==> config.mk <==
export PLATFORM = sky130hd
export DESIGN_NAME = pool_relu_nch
export DESIGN_NICKNAME = d
export VERILOG_FILES = /design/src/rtl/pool_relu_pkg.sv /design/src/rtl/pool_relu_lane.sv /design/src/rtl/pool_relu_nch.sv
export SDC_FILE = /design/constraint.sdc
export NUM_CORES = 1
export LEC_CHECK = 0
export ABC_AREA = 1
export BUFFER_PORTS_ARGS = -buffer_cell sky130_fd_sc_hd__clkbuf_2
export CORE_UTILIZATION = 40
export DETAILED_ROUTE_END_ITERATION = 10
export PLACE_DENSITY = 0.59
export SYNTH_ARGS = -nofsm -noshare
export SYNTH_HDL_FRONTEND = slang
export SYNTH_SLANG_ARGS = --single-unit
==> constraint.sdc <==
create_clock -name clk -period 3.43 [get_ports clk]
set_input_delay 0.1715 -clock clk [delete_from_list [all_inputs] [get_ports clk]]
set_output_delay 0.1715 -clock clk [all_outputs]
set_load 0.02 [all_outputs]
==> src/rtl/pool_relu_pkg.sv <==
// Shared definitions for the 2x2 pool + ReLU datapath.
// Average pooling is compiled in only when POOL_RELU_AVG_EN is defined.
package pool_relu_pkg;

  localparam logic POOL_MAX = 1'b0;
  localparam logic POOL_AVG = 1'b1;

  // What a lane does with the incoming sample at the current window position.
  typedef enum logic [1:0] {
    OpIdle,
    OpLoad,
    OpComb,
    OpFinal
  } lane_op_e;

  // Line buffer entry width: two guard bits hold a 4-sample sum in average mode.
  function automatic int unsigned entry_width(int unsigned conv_bit);
`ifdef POOL_RELU_AVG_EN
    return conv_bit + 2;
`else
    return conv_bit;
`endif
  endfunction

  function automatic int unsigned idx_width(int unsigned n);
    return (n <= 1) ? 1 : $clog2(n);
  endfunction

endpackage

==> src/rtl/pool_relu_lane.sv <==
// One channel of the 2x2 pooler: half-row line buffer, combine, ReLU and result register.
// Average combine exists only when POOL_RELU_AVG_EN is defined.
module pool_relu_lane
  import pool_relu_pkg::*;
#(
  parameter int unsigned CONV_BIT = 12,
  parameter int unsigned IN_WIDTH = 24
) (
  input  logic                                 clk_i,
  input  logic                                 rst_i,
  input  lane_op_e                             op_i,
  input  logic                                 avg_i,
  input  logic [idx_width(IN_WIDTH / 2)-1:0]   idx_i,
  input  logic signed [CONV_BIT-1:0]           sample_i,
  output logic [CONV_BIT-1:0]                  result_o
);

  localparam int unsigned Depth = IN_WIDTH / 2;
  localparam int unsigned EW    = entry_width(CONV_BIT);

  logic signed [EW-1:0]  buf_q [Depth];
  logic signed [EW-1:0]  entry;
  logic signed [EW-1:0]  samp_ext;
  logic signed [EW-1:0]  comb_c;
  logic signed [EW-1:0]  win_c;
  logic [CONV_BIT-1:0]   res_d, res_q;

  assign entry    = buf_q[idx_i];
  assign samp_ext = EW'(sample_i);

  always_comb begin
    comb_c = (samp_ext > entry) ? samp_ext : entry;
    win_c  = comb_c;
`ifdef POOL_RELU_AVG_EN
    if (avg_i == POOL_AVG) begin
      comb_c = entry + samp_ext;
      win_c  = comb_c >>> 2;
    end
`endif
  end

`ifndef POOL_RELU_AVG_EN
  logic unused_avg;
  assign unused_avg = avg_i;
`endif

  // ReLU: non-positive window results clamp to zero.
  always_comb begin
    res_d = '0;
    if (!win_c[EW-1] && (win_c != '0)) begin
      res_d = CONV_BIT'(win_c);
    end
  end

  // Entries are always loaded before they are read, so no reset is needed.
  always_ff @(posedge clk_i) begin
    if (op_i == OpLoad) begin
      buf_q[idx_i] <= samp_ext;
    end else if (op_i == OpComb) begin
      buf_q[idx_i] <= comb_c;
    end
  end

  always_ff @(posedge clk_i or posedge rst_i) begin
    if (rst_i) begin
      res_q <= '0;
    end else if (op_i == OpFinal) begin
      res_q <= res_d;
    end
  end

  assign result_o = res_q;

endmodule

==> src/rtl/pool_relu_nch.sv <==
// Multi-channel 2x2 stride-2 pooling with ReLU over a raster pixel stream.
// Average mode is available only when POOL_RELU_AVG_EN is defined; otherwise max is used.
module pool_relu_nch
  import pool_relu_pkg::*;
#(
  parameter int unsigned CONV_BIT  = 12,
  parameter int unsigned N_CH      = 3,
  parameter int unsigned IN_WIDTH  = 24,
  parameter int unsigned IN_HEIGHT = 24
) (
  input  logic                      clk,
  input  logic                      rst,
  input  logic                      soft_clr,
  input  logic                      mode,
  input  logic                      valid_in,
  input  logic [N_CH*CONV_BIT-1:0]  conv_in,
  output logic [N_CH*CONV_BIT-1:0]  pool_out,
  output logic                      valid_out,
  output logic                      frame_done
);

  localparam int unsigned CW = idx_width(IN_WIDTH);
  localparam int unsigned RW = idx_width(IN_HEIGHT);
  localparam int unsigned IW = idx_width(IN_WIDTH / 2);

  localparam logic [CW-1:0] ColLast = CW'(IN_WIDTH - 1);
  localparam logic [RW-1:0] RowLast = RW'(IN_HEIGHT - 1);

  logic [CW-1:0] col_d, col_q;
  logic [RW-1:0] row_d, row_q;
  logic          valid_d, valid_q;
  logic          done_d, done_q;
  logic          accept;
  logic          avg;
  logic [IW-1:0] idx;
  lane_op_e      op;

  // soft_clr wins over a simultaneous pixel.
  assign accept = valid_in && !soft_clr;
  assign idx    = IW'(col_q >> 1);

  always_comb begin
    col_d = col_q;
    row_d = row_q;
    if (soft_clr) begin
      col_d = '0;
      row_d = '0;
    end else if (valid_in) begin
      if (col_q == ColLast) begin
        col_d = '0;
        row_d = (row_q == RowLast) ? '0 : row_q + 1'b1;
      end else begin
        col_d = col_q + 1'b1;
      end
    end
  end

  always_comb begin
    op = OpIdle;
    if (accept) begin
      unique case ({row_q[0], col_q[0]})
        2'b00:   op = OpLoad;
        2'b11:   op = OpFinal;
        default: op = OpComb;
      endcase
    end
  end

  assign valid_d = (op == OpFinal);
  assign done_d  = valid_d && (col_q == ColLast) && (row_q == RowLast);

  always_ff @(posedge clk or posedge rst) begin
    if (rst) begin
      col_q   <= '0;
      row_q   <= '0;
      valid_q <= 1'b0;
      done_q  <= 1'b0;
    end else begin
      col_q   <= col_d;
      row_q   <= row_d;
      valid_q <= valid_d;
      done_q  <= done_d;
    end
  end

`ifdef POOL_RELU_AVG_EN
  logic mode_d, mode_q;

  // Mode is latched on the first pixel of a frame and held until the next one.
  always_comb begin
    mode_d = mode_q;
    if (accept && (row_q == '0) && (col_q == '0)) begin
      mode_d = mode;
    end
  end

  always_ff @(posedge clk or posedge rst) begin
    if (rst) begin
      mode_q <= POOL_MAX;
    end else begin
      mode_q <= mode_d;
    end
  end

  assign avg = mode_q;
`else
  logic unused_mode;
  assign unused_mode = mode;
  assign avg         = POOL_MAX;
`endif

  for (genvar g = 0; g < N_CH; g++) begin : g_lane
    pool_relu_lane #(
      .CONV_BIT (CONV_BIT),
      .IN_WIDTH (IN_WIDTH)
    ) u_lane (
      .clk_i    (clk),
      .rst_i    (rst),
      .op_i     (op),
      .avg_i    (avg),
      .idx_i    (idx),
      .sample_i (conv_in[g*CONV_BIT +: CONV_BIT]),
      .result_o (pool_out[g*CONV_BIT +: CONV_BIT])
    );
  end

  assign valid_out  = valid_q;
  assign frame_done = done_q;

endmodule
Word-level counts from Yosys, hierarchy flattened. Memory sizes are Yosys's and may differ from the RTL's. Cells that the tools add are included. Widths: inputs -> output; s select.

Flip-flop bits (word level): 48. Bits in writable memories: 432. Output and inout port bits: 38. Logic and storage cells: 64. Memories kept: 3.

Add/subtract/negate cells: 2. Order comparisons: 3. Equal/unequal tests: 6. Mux-type cells: 23. Bitwise logic cells: 3. Reductions and logical operators: 17.

Memory list: g_lane[0].u_lane.buf_q (words 12, bits a word 12, read ports 1, clocked after memory_dff 0, write ports 1, RTL line pool_relu_lane.sv:21) `logic signed [EW-1:0] buf_q [Depth];`; g_lane[1].u_lane.buf_q (words 12, bits a word 12, read ports 1, clocked after memory_dff 0, write ports 1, RTL line pool_relu_lane.sv:21); g_lane[2].u_lane.buf_q (words 12, bits a word 12, read ports 1, clocked after memory_dff 0, write ports 1, RTL line pool_relu_lane.sv:21).

Operators with widths (number): $mux 12 (9); $gt 12x12->1 (3); $reduce_bool 12->1 (3); $mux 5 (7); $add 5x1->5 const B (2); $eq 5x5->1 const B (2); $eq 2x2->1 const B (3); $logic_and 1x1->1 (6); $mux 1 (5); $logic_not 1->1 (4); $pmux 2 s2 (1); $reduce_bool 2->1 (2); $or 1x1->1 (3); $eq 2x1->1 const B (1); $logic_not 2->1 (1); $mux 2 (1); $reduce_and 2->1 (1).

Depth between registers and ports, before layout.
Depth after elaboration: 8. Depth in mapped cells: 28. Mapped depth without buffers: 25.

By module. A second synthesis with hierarchy kept.

Cell total of the unflattened synthesis: 1830. Area total of the unflattened synthesis: 21346.7 um^2.

Modules (own cells, without submodules): pool_relu_lane at g_lane[1].u_lane ... (instances 2, cells an instance 583, area each 6916.6 um^2, sequential area each 4624.4 um^2); pool_relu_lane at g_lane[0].u_lane (instances 1, cells an instance 580, area each 6847.8 um^2, sequential area each 4624.4 um^2); pool_relu_nch (instances 1, cells an instance 84, area each 665.6 um^2, sequential area each 300.3 um^2).

Worst setup path after synthesis. Ideal clock, no wire load.

Path type: reg2reg. Start point: reg col_q[1]. End point: mem g_lane[2].u_lane.buf_q[0][3] in the netlist's numbering, data pin. Arrival time: 3.048 ns. Data required time: 3.131 ns. Setup slack: 0.083 ns. Stages on the path, launching flop included: 18. Path buffers: 4. Period minus slack after synthesis: 3.347 ns. Cell sequence: dfrtp_1 > buf_6 > nor2_8 > buf_6 > buf_6 > nand2_1 > a31oi_1 > nor3_2 > ha_1 > a21o_1 > nor2_1 > nand3_1 > nand2_1 > nand3_2 > buf_4 > nand2_1 > nand2_1 > o21ai_0.

Cells in the longest elaborated chain, start to end: 4.

Ends and longest elaborated chain: start: declaration (RTL line pool_relu_nch.sv:29) `logic [CW-1:0] col_d, col_q;`; start signal: assignment (RTL line pool_relu_nch.sv:79) `col_q <= col_d;`; $mem_v2 12x12 *; $gt 12x12->1 (RTL line pool_relu_lane.sv:32) `comb_c = (samp_ext > entry) ? samp_ext : entry;`; $mux 12 * (RTL line pool_relu_lane.sv:32); $mux 12 (no source line) *; end: declaration (RTL line pool_relu_lane.sv:21).

Every way passes the cells marked *; elsewhere a longest branch is shown, timed or not.

Worst setup path in the final report.
Start point: reg col_q[2]. End point: reg g_lane[1].u_lane.res_q[6].

Cells in the longest elaborated chain, start to end: 6. Elaborated cells between the ends (all ways): 7. Those cells by class: order compare: 1; mux: 2; reduce/logical: 3; memory: 1.

Ends and longest elaborated chain: $mem_v2 12x12 *; $gt 12x12->1 (RTL line pool_relu_lane.sv:32); $mux 12 * (RTL line pool_relu_lane.sv:32); $reduce_bool 12->1 / $logic_not 1->1 (equally long branches) (RTL line pool_relu_lane.sv:50) `if (!win_c[EW-1] && (win_c != '0)) begin`; $logic_and 1x1->1 (RTL line pool_relu_lane.sv:50); $mux 12 * (RTL line pool_relu_lane.sv:50); end signal: assignment (RTL line pool_relu_lane.sv:68) `res_q <= res_d;`; end: declaration (RTL line pool_relu_lane.sv:26) `logic [CONV_BIT-1:0] res_d, res_q;`.

Marked as above. A chain may end at the register's enable or synchronous reset.

==> qor.csv <==
stage,metric,value,unit
status,status,"finished, violations left",
status,violations,negative setup slack,
timing,fin_skew,0.0415,ns
drt,vias,14368,
critical_path,critPathRequiredTime,3.92,ns
drt,drc,0,
power,p_leak,10.2,nW
finish,fin_area,26600,um2
timing,max_slew_margin,28.6,%
timing,slew_violations,0,
job,cap_violations,0,
logic_synthesis,synthDistinctLibCells,42,
power,totalPowerFinal,14.4,mW
drt,ant_nets,0,
finish,nets,2065,
timing,fmax,285,MHz
critical_path,arrival,4.01,ns
drt,drt-wirelength-per-cell,21.1,um
critical_path,worst_setup_path_end_kind,flop,
finish,drive_above_1_share,32.3,%
logic_synthesis,yosysMostFrequentCell,nand2_1,
global_routing,grt_max_degree,62,
clocking,cts_tree,done,
timing,fin_crit_sh,102,%
drt,drt-initial-drc-count,1083,
timing,hold_viol,0,
place,gp_congestion,0.841,
timing,setup-tns-final,-4.39,ns
global_routing,met2_usage,33.9,%
floorplan,core,50600,um2
logic_synthesis,synthesis.nets,1778,
timing,fin_crit,3.51,ns
global_routing,grtUsageTotal,20.7,%
logic_synthesis,yosysWarnings,0,
clocking,clock_path_buffers,3,
floorplan,die_x,229,um
global_routing,gr-usage-met1,28.0,%
global_routing,grt_pass1_vias,13584,
floorplan,ios,79,
critical_path,cp-start-kind,flop,
clocking,cts.sinks,480,
clocking,clock_latency,0.61,ns
logic_synthesis,synth_area_per_cell,12.2,um2
finish,syn2layout_area_growth,28.7,%
power,vdd_drop_max,0.343,mV
logic_synthesis,synthTopCellsByCount,"nand2_1 (498), edfxtp_1 (432), a22oi_1 (164), inv_1 (89), nor2_1 (61)",
logic_synthesis,synth-edff-count,432,
logic_synthesis,synth_top_area_cell,edfxtp_1,
floorplan,rows,82,
place,placed_area,23300,um2
critical_path,critical_path_class,reg -> reg,
power,powerDensity,542,nW/um2
worst_hold_path,hold_class,in -> reg,
logic_synthesis,yosys-top-cells-area,"edfxtp_1 (63%), nand2_1 (9.0%), a22oi_1 (5.9%), dfrtp_1 (5.8%), ha_1 (2.5%)",
logic_synthesis,synthArstFlopShare,10.0,%
floorplan,die_h,229,um
logic_synthesis,ys_ff_latch,480,
drt,viasPerCell,5.33,
timing,setup_slack,-0.0847,ns
timing,worstMarginPinSlew,1.07,ns
place,io_buffers,77,
floorplan,start_util,40.9,%
global_routing,grtUsageMet3,3.62,%
global_routing,grt_pass1_wl,81900,um
drt,wirelength,57000,um
logic_synthesis,ys.flop_type,edfxtp_1,
logic_synthesis,yosysSeqAreaShare,68.5,%
finish,fillers,4201,
clocking,htree_levels,2,
logic_synthesis,postSynthCellCount,1696,
timing,setup_viol,120,
timing,rsz0062_at_grt,yes,
drt,dr.pass1.iters,5,
clocking,clk_pin_slew,0.06,ns
clocking,cts-root-buf,clkbuf_16,
worst_hold_path,whs_path_depth,4,
logic_synthesis,syn_area,20700,um2
critical_path,cp_max_fo,8,
critical_path,reg2reg_depth,25,
global_routing,overflow,0,
clocking,cts_buffers,50,
global_routing,busiest_layer,met2,
global_routing,antenna_found_initial,1,
place,dp_hpwl,33500,um
logic_synthesis,synth.top_cell.area_share,62.7,%
floorplan,dieArea,52600,um2
## power breakdown
group / leakage, nW / switching [mW] / internal [mW]
Sequential: 4.54 / 0.0801 / 6.58
Combinational: 4.94 / 1.57 / 1.09
Clock: 0.741 / 2.26 / 2.85
Total: 10.2 / 3.91 / 10.5
## flip-flops by register name (all words and copies together), names as in the netlist
| name | count |
|---|---|
| g_lane.u_lane.result_o | 36 |
| col_q | 5 |
| valid_out | 1 |
| frame_done | 1 |
| g_lane.u_lane.buf_q | 432 |
| row_q | 5 |
## repair_timing
| item | 4_1_cts | 5_1_grt |
|---|---|---|
| setup buffers | 2 | 20 |
| pin swaps | 1 | 103 |
| hold buffers | 3 | 0 |
| gates cloned | 0 | 23 |
| hold endpoints to repair | 53 | 0 |
| setup endpoints to repair | 433 | 465 |
| resized for setup | 36 | 310 |
## stage by stage
stage	hold slack, ns	utilization [%]	instances	setup WS, ns
final	0.0772	52.6	2696	-0.0847
after global routing	0.0773	52.6	2696	-0.266
after CTS	0.0543	49.4	2652	-0.0466
after detailed placement	0.468	46.0	2555	-0.364
after global placement	0.456	46.0	2555	-0.262
after floorplan	0.355	-	1696	0.0830
## path summary, 6_finish.rpt
kind / from / to / slack [ns]
setup reg to reg: col_q[2]$_DFFE_PP0P_ / g_lane[1].u_lane.result_o[6]$_DFFE_PP0P_ / -0.08
hold / removal: conv_in[12] / g_lane[1].u_lane.buf_q[6][0]$_DFFE_PP_ / 0.08
hold reg to reg: g_lane[0].u_lane.result_o[0]$_DFFE_PP0P_ / g_lane[0].u_lane.result_o[0]$_DFFE_PP0P_ / 0.48
setup / recovery: col_q[2]$_DFFE_PP0P_ / g_lane[1].u_lane.result_o[6]$_DFFE_PP0P_ / -0.08
max in group asynchronous: rst / col_q[2]$_DFFE_PP0P_ / 2.32
min in group asynchronous: rst / g_lane[0].u_lane.result_o[10]$_DFFE_PP0P_ / 0.39
## worst max-delay path, cell delays in order, from the launching register on
cell,delay [ns]
dfrtp_2,0.50
buf_6,0.15
nor2_4,0.13
buf_12,0.17
buf_12,0.13
buf_12,0.13
a22oi_1,0.07
nand2_1,0.08
nand2_1,0.06
nand2_2,0.09
nor2_4,0.04
ha_1,0.28
nand4_1,0.19
nor2_4,0.19
nand2_4,0.07
nand3_4,0.07
nand2_2,0.07
nand3_4,0.15
buf_8,0.16
nand2_4,0.06
nand2_4,0.11
nand2_4,0.06
nor2_4,0.12
nand3_4,0.16
nand3_2,0.12
nand2_1,0.05
## per-layer routing
metal | wire length [um] | up-vias
li1 | - | 6659
met1 | 24500 | 7153
met2 | 27600 | 463
met3 | 3480 | 93
met4 | 1450 | 0
met5 | 0 | -
## cells in the final DEF (no fill, tap or decap), types with 11 or more instances in the layout
master / instances
edfxtp_1: 432
nand2_1: 418
buf_4: 147
a22oi_1: 144
inv_1: 82
clkbuf_2: 77
nand2_2: 69
clkbuf_16: 58
dfrtp_1: 47
nor2_4: 44
nor2_1: 37
buf_12: 35
buf_6: 34
ha_1: 31
nand3_2: 30
nand4_1: 29
o21ai_0: 28
nand3_1: 27
a21oi_1: 25
a22oi_2: 22
nand2_4: 21
a21oi_2: 16
nor2_2: 15
clkbuf_1: 14
o21ai_4: 12
clkinv_1: 12
nand3b_1: 11
nand3_4: 11
## cells by family after synthesis
| logic type | count (synthesis) | share of synthesized area [%] |
|---|---|---|
| xor+xnor | 3 | 0.127 |
| fa+ha+maj | 41 | 2.48 |
| flops | 480 | 68.5 |
| buf+inv | 175 | 4.50 |
| compound gates | 277 | 9.00 |
| simple gates | 720 | 15.4 |
## layout make-up
class	count	area [um2]	share of cell area, %
multi-input cells	1044	6800	25.6
diodes	1	2.50	0.00940
repair buffers	311	2900	10.9
inverters	96	370	1.39
well taps	672	841	3.16
flip-flops and latches	480	14200	53.2
clock inverters	28	233	0.874
clock buffers	64	1300	4.90
No activity file was read; power rests on OpenSTA's default activity.
